[config.mk]
export PLATFORM = sky130hd
export DESIGN_NAME = csr_access_sequencer
export DESIGN_NICKNAME = d
export VERILOG_FILES = /design/src/rtl/csr_access_sequencer_pkg.sv /design/src/rtl/csr_rmw_alu.sv /design/src/rtl/csr_access_sequencer.sv
export SDC_FILE = /design/constraint.sdc
export NUM_CORES = 1
export LEC_CHECK = 0
export BUFFER_PORTS_ARGS = -buffer_cell sky130_fd_sc_hd__buf_2
export CORE_MARGIN = 2
export CORE_UTILIZATION = 45
export CTS_BUF_LIST = sky130_fd_sc_hd__clkbuf_8
export DETAILED_ROUTE_END_ITERATION = 7
export PLACE_DENSITY = 0.71
export SYNTH_ARGS = -nofsm -noshare
export SYNTH_HDL_FRONTEND = slang
export SYNTH_SLANG_ARGS = --single-unit
[constraint.sdc]
create_clock -name i_clk -period 2.5 [get_ports i_clk]
set_input_delay 0.25 -clock i_clk [delete_from_list [all_inputs] [get_ports i_clk]]
set_output_delay 0.25 -clock i_clk [all_outputs]
set_load 0.02 [all_outputs]
[src/rtl/csr_access_sequencer_pkg.sv]
// rtl/csr_access_sequencer_pkg.sv - shared types and constants for the CSR access sequencer
// Holds the sequencer state enum, CSR op encodings, supervisor CSR addresses,
// sstatus bit positions and the sstatus trap-entry update helper.
package csr_access_sequencer_pkg;

  typedef enum logic [3:0] {
    IDLE,
    C_RD,
    C_WR,
    T_EPC,
    T_CAUSE,
    T_TVAL,
    T_SRD,
    T_SWR,
    T_VEC
  } state_t;

  localparam logic [1:0] OP_READ = 2'b00;
  localparam logic [1:0] OP_RW   = 2'b01;
  localparam logic [1:0] OP_RS   = 2'b10;
  localparam logic [1:0] OP_RC   = 2'b11;

  localparam logic [11:0] CSR_SSTATUS = 12'h100;
  localparam logic [11:0] CSR_STVEC   = 12'h105;
  localparam logic [11:0] CSR_SEPC    = 12'h141;
  localparam logic [11:0] CSR_SCAUSE  = 12'h142;
  localparam logic [11:0] CSR_STVAL   = 12'h143;

  localparam int SSTATUS_SIE  = 1;
  localparam int SSTATUS_SPIE = 5;
  localparam int SSTATUS_SPP  = 8;

  // Trap entry: stash SIE into SPIE, mask interrupts, record the prior privilege.
  function automatic logic [31:0] sstatus_on_trap(input logic [31:0] old_val,
                                                  input logic        spp);
    logic [31:0] v;
    v               = old_val;
    v[SSTATUS_SPIE] = old_val[SSTATUS_SIE];
    v[SSTATUS_SIE]  = 1'b0;
    v[SSTATUS_SPP]  = spp;
    return v;
  endfunction

endpackage

[src/rtl/csr_rmw_alu.sv]
// rtl/csr_rmw_alu.sv - combinational read-modify-write value and write-enable for CSR ops
// Ports:
//   op       in  2   CSR op (READ/RW/RS/RC)
//   old_val  in  32  current CSR contents
//   src      in  32  rs1/uimm operand
//   src_zero in  1   rs1/uimm field is zero (RS/RC then do not write)
//   new_val  out 32  value to write back
//   wr_en    out 1   write-back required
module csr_rmw_alu
  import csr_access_sequencer_pkg::*;
(
  input  logic [1:0]  op,
  input  logic [31:0] old_val,
  input  logic [31:0] src,
  input  logic        src_zero,
  output logic [31:0] new_val,
  output logic        wr_en
);

  always_comb begin
    new_val = old_val;
    wr_en   = 1'b0;
    case (op)
      OP_RW: begin
        new_val = src;
        wr_en   = 1'b1;
      end
      OP_RS: begin
        new_val = old_val | src;
        wr_en   = ~src_zero;
      end
      OP_RC: begin
        new_val = old_val & ~src;
        wr_en   = ~src_zero;
      end
      default: begin
        new_val = old_val;
        wr_en   = 1'b0;
      end
    endcase
  end

endmodule

[src/rtl/csr_access_sequencer.sv]
// rtl/csr_access_sequencer.sv - sequences CSR instruction accesses and trap-entry CSR updates
// Ports:
//   i_clk, i_rst_n                 clock, asynchronous active-low reset
//   i_req_valid/o_req_ready        CSR instruction handshake (ready only in IDLE)
//   i_req_op/addr/src/src_zero     CSR op, address, operand, operand-is-zero
//   i_trap_valid, i_trap_*         trap request with cause/tval/pc/prior privilege
//   o_csr_select/data/load         CSR-file port; i_csr_regout is its combinational read
//   o_done                         one-cycle completion pulse
//   o_rd_data                      old CSR value of the last CSR op (held)
//   o_trap_pc                      stvec target of the last trap (held)
//   o_illegal                      illegal-access flag, pulses with o_done
// Build option: CSR_RO_CHECK_EN rejects writes to read-only CSRs (addr[11:10]==2'b11).
// o_trap_pc is driven straight from i_csr_regout during T_VEC so the target is
// visible alongside o_done; it is then registered and held.
module csr_access_sequencer
  import csr_access_sequencer_pkg::*;
(
  input  logic        i_clk,
  input  logic        i_rst_n,
  input  logic        i_req_valid,
  output logic        o_req_ready,
  input  logic [1:0]  i_req_op,
  input  logic [11:0] i_req_addr,
  input  logic [31:0] i_req_src,
  input  logic        i_req_src_zero,
  input  logic        i_trap_valid,
  input  logic [31:0] i_trap_cause,
  input  logic [31:0] i_trap_tval,
  input  logic [31:0] i_trap_pc,
  input  logic        i_trap_spp,
  output logic [11:0] o_csr_select,
  output logic [31:0] o_csr_data,
  output logic        o_csr_load,
  input  logic [31:0] i_csr_regout,
  output logic        o_done,
  output logic [31:0] o_rd_data,
  output logic [31:0] o_trap_pc,
  output logic        o_illegal
);

  state_t      state;
  logic        ready_q;
  logic [11:0] sel_q;
  logic [31:0] data_q;
  logic        load_q;
  logic        done_q;
  logic        illegal_q;
  logic [31:0] rd_data_q;
  logic [31:0] trap_pc_q;

  logic [1:0]  op_q;
  logic [11:0] addr_q;
  logic [31:0] src_q;
  logic        zero_q;
  logic [31:0] cause_q;
  logic [31:0] tval_q;
  logic        spp_q;

  logic [31:0] alu_new;
  logic        alu_we;
  logic        ro_block;

  // During C_RD the CSR file is reading addr_q, so regout is the old value.
  csr_rmw_alu u_rmw (
    .op       (op_q),
    .old_val  (i_csr_regout),
    .src      (src_q),
    .src_zero (zero_q),
    .new_val  (alu_new),
    .wr_en    (alu_we)
  );

`ifdef CSR_RO_CHECK_EN
  assign ro_block = alu_we & (addr_q[11:10] == 2'b11);
`else
  assign ro_block = 1'b0;
`endif

  // Outputs are registered for the state being entered.
  always_ff @(posedge i_clk or negedge i_rst_n) begin
    if (!i_rst_n) begin
      state     <= IDLE;
      ready_q   <= 1'b1;
      sel_q     <= '0;
      data_q    <= '0;
      load_q    <= 1'b0;
      done_q    <= 1'b0;
      illegal_q <= 1'b0;
      rd_data_q <= '0;
      trap_pc_q <= '0;
      op_q      <= OP_READ;
      addr_q    <= '0;
      src_q     <= '0;
      zero_q    <= 1'b0;
      cause_q   <= '0;
      tval_q    <= '0;
      spp_q     <= 1'b0;
    end else begin
      load_q    <= 1'b0;
      done_q    <= 1'b0;
      illegal_q <= 1'b0;
      case (state)
        IDLE: begin
          // Trap has priority; a concurrent CSR request is left pending.
          if (i_trap_valid) begin
            state   <= T_EPC;
            ready_q <= 1'b0;
            cause_q <= i_trap_cause;
            tval_q  <= i_trap_tval;
            spp_q   <= i_trap_spp;
            sel_q   <= CSR_SEPC;
            data_q  <= i_trap_pc;
            load_q  <= 1'b1;
          end else if (i_req_valid) begin
            state   <= C_RD;
            ready_q <= 1'b0;
            op_q    <= i_req_op;
            addr_q  <= i_req_addr;
            src_q   <= i_req_src;
            zero_q  <= i_req_src_zero;
            sel_q   <= i_req_addr;
            data_q  <= '0;
          end
        end
        C_RD: begin
          state     <= C_WR;
          data_q    <= alu_new;
          load_q    <= alu_we & ~ro_block;
          illegal_q <= ro_block;
          done_q    <= 1'b1;
          rd_data_q <= i_csr_regout;
        end
        C_WR: begin
          state   <= IDLE;
          ready_q <= 1'b1;
          sel_q   <= '0;
          data_q  <= '0;
        end
        T_EPC: begin
          state  <= T_CAUSE;
          sel_q  <= CSR_SCAUSE;
          data_q <= cause_q;
          load_q <= 1'b1;
        end
        T_CAUSE: begin
          state  <= T_TVAL;
          sel_q  <= CSR_STVAL;
          data_q <= tval_q;
          load_q <= 1'b1;
        end
        T_TVAL: begin
          state  <= T_SRD;
          sel_q  <= CSR_SSTATUS;
          data_q <= '0;
        end
        T_SRD: begin
          state  <= T_SWR;
          data_q <= sstatus_on_trap(i_csr_regout, spp_q);
          load_q <= 1'b1;
        end
        T_SWR: begin
          state  <= T_VEC;
          sel_q  <= CSR_STVEC;
          data_q <= '0;
          done_q <= 1'b1;
        end
        T_VEC: begin
          state     <= IDLE;
          ready_q   <= 1'b1;
          sel_q     <= '0;
          trap_pc_q <= {i_csr_regout[31:2], 2'b00};
        end
        default: begin
          state   <= IDLE;
          ready_q <= 1'b1;
          sel_q   <= '0;
          data_q  <= '0;
        end
      endcase
    end
  end

  assign o_req_ready  = ready_q;
  assign o_csr_select = sel_q;
  assign o_csr_data   = data_q;
  assign o_csr_load   = load_q;
  assign o_done       = done_q;
  assign o_illegal    = illegal_q;
  assign o_rd_data    = rd_data_q;
  assign o_trap_pc    = (state == T_VEC) ? {i_csr_regout[31:2], 2'b00} : trap_pc_q;

endmodule

==> metrics.yaml <==
status:
  outcome: "complete, no violations"
critical_path:
  cp-end-kind: "output port"
  rr_worst_depth: 5
  critPathSlowestCell: "dfrtp_1"
  crit_type: "reg -> out"
  worst-path-stages: 6
  worstPathRequired_ns: 2.25
  critPathArrivalTime_ns: 2.22
  slowest_delay_ns: 0.41
  critPathBufInv: 3
  crit_fanout: 7
  worstPathCellList: "buf_6, nor3_4, and2_4, buf_12, mux2_2, buf_2"
  startpoint_type: "flip-flop"
  critPathTopFamily: "buffers and inverters"
final_layout:
  drive_gt1_share_pct: 43.2
  layout.cells.non_filler: 1596
  final_core_util_pct: 65.8
  area_growth_pct: 43.7
  nets: 1468
  fill_cells: 1592
clocking:
  numCtsBuffers: 38
  worstSkewPairLatency_ns: 0.53
  clockBufferDepth: 3
  htree_levels: 2
  cts_sinks: 215
  cts_tree: "built"
  clk_pin_slew_ns: 0.06
  root_buffer: "clkbuf_8"
logic_synthesis:
  synthArstFlopShare_pct: 100
  synth_top_cell_by_area: "dfrtp_1"
  synth_cells: 824
  synth_edf_count: 0
  ys_types: 52
  seq_area_frac_synth_pct: 54.0
  synth-main-ff-cell: "dfrtp_1"
  ys_ff_latch: 215
  syn_area_um2: 9960
  ys_warn_count: 0
  ys_top_cells_by_area: "dfrtp_1 (54%), mux2_2 (16%), a22oi_1 (4.5%), nand2_1 (3.7%), a22o_1 (3.3%)"
  yosysTopAreaCellShare_pct: 53.8
  synth_fp_nets: 1004
  synth.avg_cell_area_um2: 12.1
global_route:
  grt_pass1_wl_um: 52600
  antenna_found_initial: 2
  gr-total-overflow: 0
  use_met1_pct: 35.2
  grt.total_usage_pct: 28.5
  grtUsageMet3_pct: 5.97
  grt_pass1_vias: 9519
  grt_max_degree: 78
  busiest_layer: "met2"
  met2_usage_pct: 49.3
power_and_ir_drop:
  ir_drop_uv: 653
  seq_power_share_pct: 36.7
  clkPwrFrac_pct: 18.4
  power_density_nw_per_um2: 1200
  sw_frac_of_total_pct: 40.2
  internal_power_w: 0.0102
  p_leak_nw: 6.83
  combPwrFrac_pct: 44.9
  switchingPower_w: 0.00690
route:
  drtAntennaViolNets: 0
  dr.pass1.iters: 5
  viasPerCell: 5.65
  wire_per_inst_um: 21.5
  drc: 0
  first_iter_violations: 524
  wirelength_um: 34400
  num_vias: 9018
sta:
  finalSetupViolCount: 0
  max_freq_mhz: 405
  period_share_pct: 98.9
  hold_viol: 0
  tightest_slew_ns: 0.659
  max-slew-margin-rel_pct: 56.0
  setup_tns_ns: 0
  finalWorstSetupSlack_ns: 0.0287
  fin_worst_skew_ns: 0.0297
  final_max_slew_viol_count: 0
  layout_min_cycle_time_ns: 2.47
die:
  die_h_um: 153
  chipWidth_um: 153
  core.rowCount: 54
  core_area_um2: 21800
  ios: 292
  die_area_um2: 23300
  start_util_pct: 45.8
placed_design:
  portBuffers: 290
  gp_congestion: 0.840
  dpl.hpwl_um: 20800
  dp_slack_ns: 0.416
  dp.cells: 1361
min_path:
  holdPathStages: 3
  hold_class: "in -> reg"
job:
  drv_cap: 0
Yosys cell counts (5+ instances only):
cell      number
o221ai_1      21
a21oi_2       17
nor2b_1       11
a22o_1        37
buf_4          8
mux2_1        17
buf_2         19
nand3_1       32
a22oi_1       60
clkbuf_1      31
nand2_1       97
a21oi_1       19
o221ai_2       8
o21ai_0       10
nor3_1         5
nor2_1        15
nand2b_1       5
buf_6          6
a211oi_1       5
dfrtp_1      214
mux2_2       142
cell usage in the layout (no fill, tap or decap), types with 4 or more instances in the layout:
cell	count
buf_2	289
dfrtp_1	210
dlygate4sd3_1	160
mux2_2	142
nand2_1	97
a22oi_1	60
clkbuf_8	48
a22o_1	37
nand3_1	32
buf_4	27
o221ai_1	21
a21oi_1	19
inv_1	18
mux2_1	17
a21oi_2	17
nor2_1	15
buf_12	11
o21ai_0	10
o221ai_2	8
nor2b_1	7
nand2b_1	5
a211oi_1	5
o21bai_1	4
nor3_1	4
dfrtp_2	4
worst min-delay path: cells and delay by family:
| family | cells | cell delay [ns] |
|---|---|---|
| buf+inv | 1 | 0.14 |
| simple gates | 2 | 0.11 |
power by group through the flow:
stage          clock network, W  registers [W]  logic (W)
3_5_place_dp                  0        0.00626    0.00728
6_report                0.00316        0.00630    0.00769
3_3_place_gp                  0        0.00621    0.00712
5_1_grt                 0.00338        0.00646    0.00826
2_1_floorplan                 0        0.00653    0.00452
4_1_cts                 0.00320        0.00622    0.00752
worst paths after layout:
path	start	to	slack, ns
max	state[2]$_DFFE_PN0P_	o_trap_pc[9]	0.03
min	i_csr_regout[19]	o_rd_data[19]$_DFFE_PN0P_	0.02
max reg2reg	state[1]$_DFFE_PN0P_	src_q[16]$_DFFE_PN0P_	0.36
min reg2reg	o_rd_data[30]$_DFFE_PN0P_	o_rd_data[30]$_DFFE_PN0P_	0.47
max in group asynchronous	i_rst_n	cause_q[22]$_DFFE_PN0P_	1.47
min in group asynchronous	i_rst_n	trap_pc_q[7]$_DFF_PN0_	0.33
what timing repair did:
item                                    in CTS  in global routing
gates resized for setup                      3                  5
endpoints found under the setup margin      30                 30
buffers inserted                             0                  4
hold endpoints to repair                   229                  0
gates cloned                                 1                  2
hold buffers                               160                  0
stage by stage:
| step | total power, W | area [um2] | hold WS [ns] |
|---|---|---|---|
| 2_1_floorplan | 0.0110 | 9960 | -0.0456 |
| 3_3_place_gp | 0.0133 | 11800 | 0.285 |
| 3_5_place_dp | 0.0135 | 11800 | 0.286 |
| 4_1_cts | 0.0169 | 14200 | 0.000199 |
| 5_1_grt | 0.0181 | 14300 | 0.0229 |
| 6_report | 0.0171 | 14300 | 0.0244 |
sequential cells by signal, indices dropped and copies added, names as in the netlist:
| signal | count |
|---|---|
| op_q | 2 |
| cause_q | 32 |
| o_req_ready | 1 |
| o_csr_load | 1 |
| tval_q | 32 |
| o_csr_select | 12 |
| spp_q | 1 |
| o_csr_data | 32 |
| o_done | 1 |
| zero_q | 1 |
| o_rd_data | 32 |
| src_q | 32 |
| trap_pc_q | 32 |
| state | 4 |
routing by layer:
metal  vias up  part of all wire (%)
met4         0                   2.9
li1       3979                     -
met3        97                   7.7
met1      4463                    39
met5         -                     0
met2       479                    50
cells by family after synthesis:
logic type | after synthesis | synth area share (%)
buf+inv | 71 | 3.78
xor+xnor | 2 | 0.176
mux | 159 | 18.0
simple gates | 181 | 8.32
compound gates | 195 | 15.7
other cells | 1 | 0.0377
flops | 215 | 54.0
area by class of cell:
type	count	area [um2]	area share [%]
timing repair buffer	493	3590	25.1
inverter	2	7.51	0.0525
antenna	2	5.00	0.0350
sequential	215	5390	37.6
clock buffer	48	661	4.62
multi-input combinational	538	4240	29.7
clock inverter	18	70.1	0.490
tap	280	350	2.45
Note: power is estimated with default switching activity, not from simulation.
